## src/rtl/multicycle_controller.sv

```systemverilog
// -----------------------------------------------------------------------------
// multicycle_controller
//
// Moore sequencer for a multicycle MIPS-style datapath. One shared memory, one
// ALU, and IR / A / B / ALUOut latches between states. Each state drives every
// datapath select and enable. DECODE and EXECUTE also look at opcode/funct from
// the instruction register, which holds them stable after FETCH.
//
// Optional feature (macro MULTICYCLE_JUMP_EN):
//   defined   - opcode 0x02 (j) goes to JUMP and retires in 3 cycles.
//   undefined - opcode 0x02 goes to ILLEGAL; JUMP is unreachable and
//               pc_source never reaches 2'b10.
//
// Ports:
//   clock          in   system clock, rising edge
//   clear          in   asynchronous active-high reset
//   run            in   permit to start a new instruction (sampled in FETCH)
//   opcode         in   IR[31:26]
//   funct          in   IR[5:0]
//   pc_write       out  unconditional PC load
//   pc_write_cond  out  PC load qualified by ALU zero (beq)
//   i_or_d         out  memory address select: 0 = PC, 1 = ALUOut
//   mem_read       out  shared memory read
//   mem_write      out  shared memory write
//   ir_write       out  instruction register load
//   mem_to_reg     out  write-data select: 0 = ALUOut, 1 = MDR
//   reg_dst        out  write index select: 0 = rt, 1 = rd
//   reg_write      out  register file write
//   alu_src_a      out  0 = PC, 1 = A
//   alu_src_b      out  00 = B, 01 = 4, 10 = sign-ext imm, 11 = imm<<2
//   alu_f          out  010 add, 110 sub, 000 and, 001 or, 111 slt
//   pc_source      out  00 = ALU result, 01 = ALUOut, 10 = jump target
//   state          out  current state (debug)
//   retired        out  pulse in the last state of each instruction
//   retired_count  out  retired-instruction counter, wraps
//   illegal        out  sticky unsupported-instruction flag
// -----------------------------------------------------------------------------
module multicycle_controller #(
  parameter int CNT_W = 32
) (
  input  logic             clock,
  input  logic             clear,
  input  logic             run,
  input  logic [5:0]       opcode,
  input  logic [5:0]       funct,
  output logic             pc_write,
  output logic             pc_write_cond,
  output logic             i_or_d,
  output logic             mem_read,
  output logic             mem_write,
  output logic             ir_write,
  output logic             mem_to_reg,
  output logic             reg_dst,
  output logic             reg_write,
  output logic             alu_src_a,
  output logic [1:0]       alu_src_b,
  output logic [2:0]       alu_f,
  output logic [1:0]       pc_source,
  output logic [3:0]       state,
  output logic             retired,
  output logic [CNT_W-1:0] retired_count,
  output logic             illegal
);

  typedef enum logic [3:0] {
    S_FETCH     = 4'd0,
    S_DECODE    = 4'd1,
    S_MEM_ADDR  = 4'd2,
    S_MEM_READ  = 4'd3,
    S_MEM_WB    = 4'd4,
    S_MEM_WRITE = 4'd5,
    S_EXECUTE   = 4'd6,
    S_R_WB      = 4'd7,
    S_BRANCH    = 4'd8,
    S_ADDI_EXEC = 4'd9,
    S_ADDI_WB   = 4'd10,
    S_JUMP      = 4'd11,
    S_ILLEGAL   = 4'd12
  } state_e;

  localparam logic [5:0] OP_RTYPE = 6'h00;
  localparam logic [5:0] OP_J     = 6'h02;
  localparam logic [5:0] OP_BEQ   = 6'h04;
  localparam logic [5:0] OP_ADDI  = 6'h08;
  localparam logic [5:0] OP_LW    = 6'h23;
  localparam logic [5:0] OP_SW    = 6'h2B;

  localparam logic [5:0] FN_ADD = 6'h20;
  localparam logic [5:0] FN_SUB = 6'h22;
  localparam logic [5:0] FN_AND = 6'h24;
  localparam logic [5:0] FN_OR  = 6'h25;
  localparam logic [5:0] FN_SLT = 6'h2A;

  localparam logic [2:0] ALU_ADD = 3'b010;
  localparam logic [2:0] ALU_SUB = 3'b110;
  localparam logic [2:0] ALU_AND = 3'b000;
  localparam logic [2:0] ALU_OR  = 3'b001;
  localparam logic [2:0] ALU_SLT = 3'b111;

  state_e           state_q, state_d;
  logic [CNT_W-1:0] count_q, count_d;
  logic             rtype_ok;

  assign rtype_ok = (funct == FN_ADD) || (funct == FN_SUB) || (funct == FN_AND) ||
                    (funct == FN_OR)  || (funct == FN_SLT);

  // Next-state logic.
  always_comb begin
    // NOTE: default assignment first so every path drives state_d; no latch.
    state_d = state_q;
    case (state_q)
      S_FETCH:     state_d = run ? S_DECODE : S_FETCH;
      S_DECODE: begin
        case (opcode)
          OP_LW, OP_SW: state_d = S_MEM_ADDR;
          OP_RTYPE:     state_d = rtype_ok ? S_EXECUTE : S_ILLEGAL;
          OP_BEQ:       state_d = S_BRANCH;
          OP_ADDI:      state_d = S_ADDI_EXEC;
`ifdef MULTICYCLE_JUMP_EN
          OP_J:         state_d = S_JUMP;
`endif
          default:      state_d = S_ILLEGAL;
        endcase
      end
      S_MEM_ADDR:  state_d = (opcode == OP_SW) ? S_MEM_WRITE : S_MEM_READ;
      S_MEM_READ:  state_d = S_MEM_WB;
      S_EXECUTE:   state_d = S_R_WB;
      S_ADDI_EXEC: state_d = S_ADDI_WB;
      S_MEM_WB, S_MEM_WRITE, S_R_WB, S_ADDI_WB, S_BRANCH:
                   state_d = S_FETCH;
`ifdef MULTICYCLE_JUMP_EN
      S_JUMP:      state_d = S_FETCH;
`endif
      S_ILLEGAL:   state_d = S_ILLEGAL;  // only clear leaves
      default:     state_d = S_FETCH;
    endcase
  end

  // Moore outputs, decoded from the state register (plus run in FETCH and
  // funct in EXECUTE). A clear therefore drops reg_write/mem_write at once.
  always_comb begin
    pc_write      = 1'b0;
    pc_write_cond = 1'b0;
    i_or_d        = 1'b0;
    mem_read      = 1'b0;
    mem_write     = 1'b0;
    ir_write      = 1'b0;
    mem_to_reg    = 1'b0;
    reg_dst       = 1'b0;
    reg_write     = 1'b0;
    alu_src_a     = 1'b0;
    alu_src_b     = 2'b00;
    alu_f         = 3'b000;
    pc_source     = 2'b00;
    retired       = 1'b0;
    illegal       = 1'b0;
    case (state_q)
      S_FETCH: begin
        if (run) begin
          mem_read  = 1'b1;
          ir_write  = 1'b1;
          pc_write  = 1'b1;
          alu_src_b = 2'b01;
          alu_f     = ALU_ADD;
        end
      end
      S_DECODE: begin
        // Speculative branch target PC + (imm<<2) into ALUOut.
        alu_src_b = 2'b11;
        alu_f     = ALU_ADD;
      end
      S_MEM_ADDR, S_ADDI_EXEC: begin
        alu_src_a = 1'b1;
        alu_src_b = 2'b10;
        alu_f     = ALU_ADD;
      end
      S_MEM_READ: begin
        mem_read = 1'b1;
        i_or_d   = 1'b1;
      end
      S_MEM_WB: begin
        reg_write  = 1'b1;
        mem_to_reg = 1'b1;
        retired    = 1'b1;
      end
      S_MEM_WRITE: begin
        mem_write = 1'b1;
        i_or_d    = 1'b1;
        retired   = 1'b1;
      end
      S_EXECUTE: begin
        alu_src_a = 1'b1;
        alu_src_b = 2'b00;
        case (funct)
          FN_SUB:  alu_f = ALU_SUB;
          FN_AND:  alu_f = ALU_AND;
          FN_OR:   alu_f = ALU_OR;
          FN_SLT:  alu_f = ALU_SLT;
          default: alu_f = ALU_ADD;
        endcase
      end
      S_R_WB: begin
        reg_write = 1'b1;
        reg_dst   = 1'b1;
        retired   = 1'b1;
      end
      S_ADDI_WB: begin
        reg_write = 1'b1;
        retired   = 1'b1;
      end
      S_BRANCH: begin
        alu_src_a     = 1'b1;
        alu_f         = ALU_SUB;
        pc_write_cond = 1'b1;
        pc_source     = 2'b01;
        retired       = 1'b1;
      end
`ifdef MULTICYCLE_JUMP_EN
      S_JUMP: begin
        pc_write  = 1'b1;
        pc_source = 2'b10;
        retired   = 1'b1;
      end
`endif
      S_ILLEGAL: illegal = 1'b1;
      default: ;
    endcase
  end

  // Counter wraps naturally from all-ones to zero.
  assign count_d = retired ? count_q + CNT_W'(1) : count_q;

  always_ff @(posedge clock or posedge clear) begin
    if (clear) begin
      state_q <= S_FETCH;
      count_q <= '0;
    end else begin
      // NOTE: non-blocking assignments for all registered state.
      state_q <= state_d;
      count_q <= count_d;
    end
  end

  assign state         = state_q;
  assign retired_count = count_q;

endmodule

```

## config.mk

```make
export PLATFORM = sky130hd
export DESIGN_NAME = multicycle_controller
export DESIGN_NICKNAME = d
export VERILOG_FILES = /design/src/rtl/multicycle_controller.sv
export SDC_FILE = /design/constraint.sdc
export NUM_CORES = 1
export LEC_CHECK = 0
export BUFFER_PORTS_ARGS = -buffer_cell sky130_fd_sc_hd__buf_2
export CAP_MARGIN = 25
export CELL_PAD_IN_SITES_DETAIL_PLACEMENT = 1
export CELL_PAD_IN_SITES_GLOBAL_PLACEMENT = 2
export CORE_AREA = 5 5 87 89
export DETAILED_ROUTE_END_ITERATION = 7
export DIE_AREA = 0 0 92 94
export HOLD_SLACK_MARGIN = 0.05
export PLACE_DENSITY = 0.9
export SKIP_LAST_GASP = 1
export SLEW_MARGIN = 5
export SYNTH_ARGS = -nofsm -noshare
export SYNTH_HDL_FRONTEND = slang
export SYNTH_SLANG_ARGS = --single-unit
```

## constraint.sdc

```tcl
create_clock -name clock -period 3.85 [get_ports clock]
set_clock_uncertainty 0.05 [all_clocks]
set_input_delay 0.77 -clock clock [delete_from_list [all_inputs] [get_ports clock]]
set_output_delay 0.77 -clock clock [all_outputs]
set_load 0.02 [all_outputs]
```

# Yosys cells after proc, flatten, opt, wreduce, memory -nomap -nowiden
# Cells that the tools add are included.
# W data, S select, Z words.
# word_totals
ff_bits	36
latch_bits	0
ramBits	0
mem_bits_ro	0
input_bits	15
output_inout_bits	55
elab_cells	59
n_memories	0
# classes
n_addsub	1
n_mul	0
div	0
n_lt_le_gt_ge	0
n_eq_ne	20
n_shift	0
n_mux	23
bitwise_logic	0
reduce_logical	13
# ops
operator	count
$eq A6 B6 Y1 const B	7
$add A32 B1 Y32 const B	1
$pmux W4 S7	1
$pmux W3 S4	2
$eq A4 B3 Y1 const B	4
$eq A4 B4 Y1 const B	4
$pmux W4 S4	1
$mux W1	14
$eq A4 B2 Y1 const B	2
$eq A6 B3 Y1 const B	1
$eq A6 B4 Y1 const B	1
$logic_not A6 Y1	1
$pmux W2 S3	1
$reduce_or A2 Y1	3
$reduce_or A3 Y1	2
$reduce_or A5 Y1	1
$eq A4 B1 Y1 const B	1
$logic_not A4 Y1	1
$logic_or A1 B1 Y1	4
$mux W4	1
$reduce_or A4 Y1	1
$mux W3	1
$mux W2	1
$pmux W1 S2	1

# Logic depth before layout (Yosys ltp)
# Gate-level depths: netlist of run 1.
# depth
depth_word	8
ltp_mapped	7
ltp_nobuf	6

# Worst setup path after synthesis of run 1
# No wires, ideal clock.
# synth_path
kind	register -> output
from	register state_q[2] (netlist: state[2])
to	output alu_f[0]
arrival_ns	1.721
required_time_ns	3.030
path_slack_ns	1.309
path_stages_with_launch	5
path_buffers	1
path_cell_list	dfrtp_1 clkbuf_1 inv_1 or2_2 nor3_1
# synth_via
elab_chain_cells	3
elab_cells_between_ends	8
classes_between	eq/ne: 5; mux: 1; reduce/logical: 2
# synth_rtl
item	line_no	text
start, declared	100	state_e state_q, state_d;
start signal, assigned	239	state_q <= state_d;
$eq A4 B2 Y1, or another cell as far along	157	case (state_q)
$reduce_or A3 Y1 (no source line)	-	
$pmux W3 S4 *	157	
end, declared	57	output logic [2:0] alu_f,
# Every way passes the cells marked *; elsewhere a longest branch is shown, timed or not.

# Worst setup path after layout of run 1
# layout_path
from	register state_q[1] (netlist: state[1])
to	output retired
# layout_via
elab_chain_cells	3
elab_cells_between_ends	7
classes_between	eq/ne: 5; mux: 1; reduce/logical: 1
# layout_rtl
item	line_no	text
$eq A4 B4 Y1 or $eq A4 B3 Y1 (tied branches)	157	
$reduce_or A5 Y1 (no source line) *	-	
$mux W1 *	157	
end, declared	60	output logic retired,
# Marked as above.

==> summary.txt, run 1 <==
Finish
  • Commonest non-fill, non-tap cell in the layout: buf_2
  • N_diodes: 0
  • Area of the multi-input gates: 0.00101 mm²
  • Commonest cells after routing, fill and taps aside: buf_2 (68), dfrtp_1 (36), xnor2_1 (29), nor2_1 (19), nand2_1 (17)
  • Reg area: 901 µm²
  • Area grow syn2layout: 27.6%
  • Final net count: 287
  • Layout fillers: 803
  • Share of layout cells above drive strength 1: between 30% and 40%
  • Post-route cell area: 0.00254 mm²

Clock network
  • Post_cts resized: 0
  • Root Buffer: clkbuf_8
  • CTS sink count: 36
  • Hold buffers post-CTS: 0
  • CTS Buf Count: 5
  • Worst-Skew Late Latency: 0.29 ns
  • H-tree depth: 2
  • CTS clk-pin slew, worst paths: around 0.080 ns
  • Clock Path Buffers: 2
  • Post-CTS setup buffers: 0
  • TritonCTS clock tree: yes

Critical path
  • Crit path max fanout: 19
  • Slowest stage cell, crit path: dfrtp_1
  • CP Cell Sequence: nor2b_1 -> o22a_1 -> inv_1 -> buf_2
  • R2R Path Start: state[2]$_DFF_PP0_
  • CP required: 3.03 ns
  • Worst R2R Path Depth: 5
  • Reg-to-reg slack, setup: roughly 1.6 ns
  • CP endpoint kind: output pin
  • Crit start category: flip-flop
  • Crit Reg-Reg Endpoint: retired_count[24]$_DFFE_PP0P_
  • Critical path arrival: 2.06 ns
  • Worst Path Buf+Inv: 2
  • Largest delay contributor family on the critical path: flip-flops
  • CP Class: flip-flop to output pin
  • CP peak stage delay: 0.69 ns

Power
  • PwrDens: 621 mW/mm²
  • Psw: 0.000626 W
  • Comb power frac: between 30% and 40%
  • Worst vdd ir: ~0.36 mV
  • Leak Pwr: 1.26 nW
  • P_int: 0.000951 W
  • Sw Share: roughly two fifths
  • Sequential fraction of design power: around a third
  • Clk pwr share: 29.5%

Timing
  • Fmax: about 350 MHz
  • Count of final setup violators: 0
  • Post-layout minimum cycle time: 2.88 ns
  • Final-report hold violation count: 0
  • Slew @ Worst Pin: 0.548 ns
  • RSZ-0062 raised after global routing: no
  • Slew margin rel.: between 60% and 70%
  • Final number of max-transition violations: 0
  • Final period utilization: 74.9%
  • Total negative slack: 0 ns

Place
  • DP Area: roughly 0.0024 mm²
  • Global placer's final weighted congestion: 0.744
  • Buffers on Ports: 68
  • HPWL after DPL: around 3900 µm

Drt
  • DR pass1 iterations: 4
  • Initial DRC Count: 61
  • Residual DRC: 0
  • Via count: ~1700
  • Wire per inst: around 14 µm
  • Avg Vias per Cell: 4.92
  • Final ANT Viol Nets: 0
  • DRT Wirelength: roughly 5000 µm

Yosys
  • Async set or reset register ratio after synthesis: 100%
  • Synth Instances: slightly above 200
  • EDFF count, synth: 0
  • Synth cell types: 42
  • Avg Synthesized Cell Area: 9.76 µm²
  • Syn Nets: 220
  • Synth Flop Type: dfrtp_1
  • Sequential fraction of the synthesis area: around 45%
  • Yosys warning total: 0
  • Yosys reg bits: 36
  • Mapped Area: 0.00199 mm²

Floorplanning
  • Rows: 30
  • DIE HEIGHT: approximately 94 µm
  • Die width: 92 µm
  • Die ar.: 0.00865 mm²
  • Area of the core: 0.00668 mm²
  • Initial core utilization: 29.8%
  • Ports: 70

Min path
  • Min-Delay Endpoint: retired_count[31]$_DFFE_PP0P_
  • Hold path startpoint: retired_count[31]$_DFFE_PP0P_
  • Worst min-delay path class: flip-flop to flip-flop
  • Worst hold path depth: 1

Outcome
  • Status: complete, no violations

Global route
  • Largest net degree at the start of global routing: 37
  • GRT Util Overall: 12.5%
  • First-pass GRT wire length: 8760 µm
  • Antenna violations before repair: 0
  • Total grt overflow: 0
  • Vias in the first global route: between 1500 and 2000

Flow run
  • Max-cap violations: 0
-- power groups by stage --
stage	Clock (W)	Sequential (W)	Combinational (W)
6_report	0.000465	0.000532	0.000580
5_1_grt	0.000498	0.000548	0.000642
2_1_floorplan	0	0.000533	0.000427
3_5_place_dp	0	0.000540	0.000588
3_3_place_gp	0	0.000539	0.000583
4_1_cts	0.000478	0.000533	0.000590
-- through the flow --
step           cells  setup WS (ns)  hold WS [ns]  util, %  total power, W
2_1_floorplan    204           1.31         0.532        -        0.000961
3_3_place_gp     344           1.25         0.406     35.7         0.00112
3_5_place_dp     344           1.23         0.411     35.7         0.00113
4_1_cts          352          0.950         0.423     38.0         0.00160
5_1_grt          352          0.772         0.455     38.0         0.00169
6_report         352          0.965         0.417     38.0         0.00158
-- layer usage --
layer  share of wire [%]  vias to the layer above  track usage (%)
met5                   0                        -                0
met4                 1.1                        0             4.08
met3                 5.6                        5             2.80
met2                  49                       49             22.3
met1                  45                      833             14.9
li1                    -                      846                -
-- Yosys cell counts, drive strengths merged, types with 2 or more instances --
master / n / area (µm²)
nand3: 13 / 65.1
o21ai: 3 / 15.0
nor2: 19 / 71.3
o32ai: 2 / 17.5
nand2b: 6 / 47.5
buf: 6 / 46.3
inv: 6 / 22.5
nand2: 17 / 63.8
nor2b: 3 / 18.8
clkbuf: 3 / 11.3
xor2: 4 / 35.0
dfrtp: 36 / 901
nor3: 12 / 75.1
xnor2: 29 / 254
a21oi: 6 / 30.0
and3: 5 / 31.3
nand4: 10 / 68.8
nor3b: 5 / 65.1
and4: 2 / 17.5
nor4: 3 / 18.8
-- state kept, by name, summed over array words and instances, names as in the netlist --
register and count:
retired_count 32, state 4
-- worst max-delay path by stage --
stage                            start  endpoint  slack (ns)  cells past startpoint
floorplan           state[2]$_DFF_PP0_  alu_f[0]        1.31                      4
global placement              funct[4]  alu_f[1]        1.25                      6
detailed placement            funct[4]  alu_f[1]        1.23                      6
CTS                 state[1]$_DFF_PP0_   retired        0.95                      4
global route        state[1]$_DFF_PP0_   retired        0.77                      4
finish              state[1]$_DFF_PP0_   retired        0.97                      4
-- logic make-up after synthesis --
family | share of synthesized area (%)
and+or+nand+nor | 28.5
DFF | 45.2
muxes | 0.565
xor gates and xnor gates | 14.5
other | 0.188
AOI/OAI and AO/OA | 6.35
adders and majority gates | 0.628
buffers and inverters | 4.02
-- layout make-up --
cell class | instances | area share (%)
sequential | 36 | 35.5
clock inverter | 3 | 3.55
inverter | 6 | 0.886
clock buffer | 5 | 2.71
multi-input combinational | 153 | 39.8
timing repair buffer | 69 | 13.7
tap | 80 | 3.94
No activity file was read; power rests on OpenSTA's default activity.
==> run 2: changes to the inputs <==
--- a/config.mk
+++ b/config.mk
@@ -5,15 +5,16 @@
 export SDC_FILE = /design/constraint.sdc
 export NUM_CORES = 1
 export LEC_CHECK = 0
+export ABC_AREA = 1
 export BUFFER_PORTS_ARGS = -buffer_cell sky130_fd_sc_hd__buf_2
 export CAP_MARGIN = 25
 export CELL_PAD_IN_SITES_DETAIL_PLACEMENT = 1
 export CELL_PAD_IN_SITES_GLOBAL_PLACEMENT = 2
-export CORE_AREA = 5 5 87 89
+export CORE_AREA = 5 5 111 113
 export DETAILED_ROUTE_END_ITERATION = 7
-export DIE_AREA = 0 0 92 94
+export DIE_AREA = 0 0 116 118
 export HOLD_SLACK_MARGIN = 0.05
-export PLACE_DENSITY = 0.9
+export PLACE_DENSITY = 0.85
 export SKIP_LAST_GASP = 1
 export SLEW_MARGIN = 5
 export SYNTH_ARGS = -nofsm -noshare
==> constraint.sdc (replaced) <==
create_clock -name clock -period 2.3 [get_ports clock]
set_clock_uncertainty 0.05 [all_clocks]
set_input_delay 0.46 -clock clock [delete_from_list [all_inputs] [get_ports clock]]
set_output_delay 0.46 -clock clock [all_outputs]
set_load 0.02 [all_outputs]
==> summary.txt, run 2 <==
Clock network
  • CTS clk-pin slew, worst paths: about 0.060 ns
  • Hold buffers post-CTS: 0
  • H-tree depth: 2
  • TritonCTS clock tree: yes
  • Worst-Skew Late Latency: approximately 0.28 ns
  • CTS sink count: 36
  • Root Buffer: clkbuf_16
  • CTS Buf Count: 5
  • Clock Path Buffers: 2

Critical path
  • Crit start category: flip-flop
  • CP Class: flip-flop to output pin
  • Most used cell, CP: nor2_2
  • Crit path max fanout: 18
  • Largest delay contributor family on the critical path: simple AND/OR/NAND/NOR gates
  • CP peak stage delay: 0.45 ns
  • Critical path arrival: about 1.6 ns
  • Crit Reg-Reg Endpoint: retired_count[19]$_DFFE_PP0P_
  • CP endpoint kind: output pin
  • CP required: ~1.8 ns
  • Slowest stage cell, crit path: dfrtp_1
  • Reg-to-reg slack, setup: 0.41 ns
  • Worst Path Buf+Inv: 2
  • CP Cell Sequence: nor2_2 -> inv_2 -> nor2_4 -> nor2_2 -> nand2_4 -> buf_2
  • R2R Path Start: state[0]$_DFF_PP0_
  • Worst R2R Path Depth: 9

Yosys
  • Yosys reg bits: 36
  • Post-synth top area cell: dfrtp_1
  • Sequential fraction of the synthesis area: 33.2%
  • Avg Synthesized Cell Area: approximately 6.1 µm²
  • Yosys warning total: 0
  • Yosys top cell area share: 33.2%
  • EDFF count, synth: 0
  • Syn Nets: 458
  • Mapped Area: 0.00272 mm²
  • Synth Instances: ~440
  • Async set or reset register ratio after synthesis: 100%
  • Top cells by area, synth: dfrtp_1 (33%), nand2_1 (25%), nor2_1 (9.5%)
  • Most frequent cell after synthesis: nand2_1
  • Synth cell types: 27
  • Post-synth top cells: nand2_1 (181), nor2_1 (69), inv_1 (58)
  • Synth Flop Type: dfrtp_1

Flow run
  • Max-cap violations: 0

Timing
  • Post-layout minimum cycle time: about 2.2 ns
  • Total negative slack: 0 ns
  • Final-report hold violation count: 0
  • Final worst slack: 0.147 ns
  • Final number of max-transition violations: 0
  • RSZ-0062 raised after global routing: no
  • Fmax: ~460 MHz
  • Final period utilization: 93.6%
  • Slew @ Worst Pin: 0.501 ns
  • Count of final setup violators: 0
  • Min Hold Slack: between 0.2 and 0.25 ns
  • Slew margin rel.: 66.6%

Finish
  • Commonest non-fill, non-tap cell in the layout: nand2_1
  • Commonest cells after routing, fill and taps aside: nand2_1 (181), nor2_1 (68), buf_2 (68), inv_1 (58), dfrtp_1 (36)
  • Final net count: 527
  • Post-route cell area: roughly 0.0033 mm²
  • Share of layout cells above drive strength 1: 19.3%
  • Fin cells: 655
  • Area grow syn2layout: 22.4%
  • Max reg flops: 32
  • N_diodes: 0

Drt
  • Residual DRC: 0
  • Via count: between 2000 and 3000
  • Final ANT Viol Nets: 0
  • Avg Vias per Cell: 4.51
  • DR pass1 iterations: 4
  • Wire per inst: 13.7 µm
  • Initial DRC Count: 76
  • DRT Wirelength: 8990 µm

Global route
  • Total grt overflow: 0
  • GRT Util Overall: 13.6%
  • First-pass GRT wire length: 15100 µm
  • Antenna violations before repair: 0
  • Vias in the first global route: 3161
  • Largest net degree at the start of global routing: 37

Floorplanning
  • Die ar.: 0.0137 mm²
  • Initial core utilization: around a quarter
  • Area of the core: approximately 0.011 mm²
  • Die width: 116 µm
  • Rows: 39
  • Ports: 70
  • DIE HEIGHT: around 120 µm

Outcome
  • Status: complete, no violations

Place
  • Post-Place Worst Slack: 0.365 ns
  • Buffers on Ports: 68
  • DP Area: 0.00316 mm²
  • HPWL after DPL: 7260 µm
  • Global placer's final weighted congestion: 0.806
  • Post-Place Cells: 647

Min path
  • Worst min-delay path class: input pin to asynchronous set/reset pin

Power
  • PwrDens: 838 mW/mm²
  • Worst vdd ir: 0.308 mV
  • Leak Pwr: 1.79 nW
-- run 2: changes by cell type in the layout (fill, tap and decap cells not counted), sizes merged, moves of 5 or more --
cell	delta
nor3	-9
nor2	+61
and3	-5
inv	+56
nor3b	-5
nand2b	-6
nand2	+165
xnor2	-27
nand3	+16
o21ai	+10
-- run 2: area by class of cell --
type	instances	area [µm²]
Fill cell	1505	7900
Inverter	62	233
Timing Repair Buffer	71	363
Sequential cell	36	901
Clock buffer	8	146
Tap cell	143	179
Multi-Input combinational cell	335	1500
-- run 2: what timing repair did --
action                                 4_1_cts  5_1_grt
buffers inserted                             0        0
endpoints found under the hold margin        0        0
setup endpoints to repair                    0        3
resized for setup                            0        3
-- run 2: per-stage QoR --
| step | utilization [%] | power (W) |
|---|---|---|
| finish | 29.6 | 0.00279 |
| global route | 29.6 | 0.00299 |
| CTS | 29.5 | 0.00282 |
| detailed placement | 28.2 | 0.00211 |
| global placement | 28.2 | 0.00207 |
| floorplan | - | 0.00184 |
-- run 2: where the power goes --
group          leakage (nW)  switching [W]  total (W)  internal, W
Clock                0.0712       0.000267   0.000700     0.000433
Sequential            0.494      0.0000890   0.000787     0.000698
Combinational          1.22       0.000945    0.00130     0.000356
-- run 2: cells by family after synthesis --
| logic type | count (synthesis) | share of synthesized area, % |
|---|---|---|
| xor gates and xnor gates | 9 | 2.90 |
| and+or+nand+nor | 306 | 47.8 |
| AOI/OAI and AO/OA | 18 | 3.55 |
| other | 1 | 0.138 |
| DFF | 36 | 33.2 |
| adders and majority gates | 1 | 0.461 |
| buffers and inverters | 71 | 12.0 |
-- run 2: layer usage --
metal  share of wire, %  GRT usage, %
met1                 45          16.4
met2                 51          24.7
met3                3.3          2.31
met4               0.93          3.05
met5                  0             0
-- run 2: worst max-delay path by stage --
stage                       startpoint       end  depth (start not counted)
floorplan           state[3]$_DFF_PP0_   retired                          7
global placement    state[1]$_DFF_PP0_  alu_f[2]                          7
detailed placement  state[1]$_DFF_PP0_  alu_f[2]                          7
CTS                 state[1]$_DFF_PP0_  alu_f[2]                          7
global route        state[1]$_DFF_PP0_  alu_f[2]                          7
finish              state[0]$_DFF_PP0_   retired                          6
-- run 2: worst min-delay path: stages --
cell and delay, ns:
buf_2 0.10, inv_1 0.04, buf_4 0.41
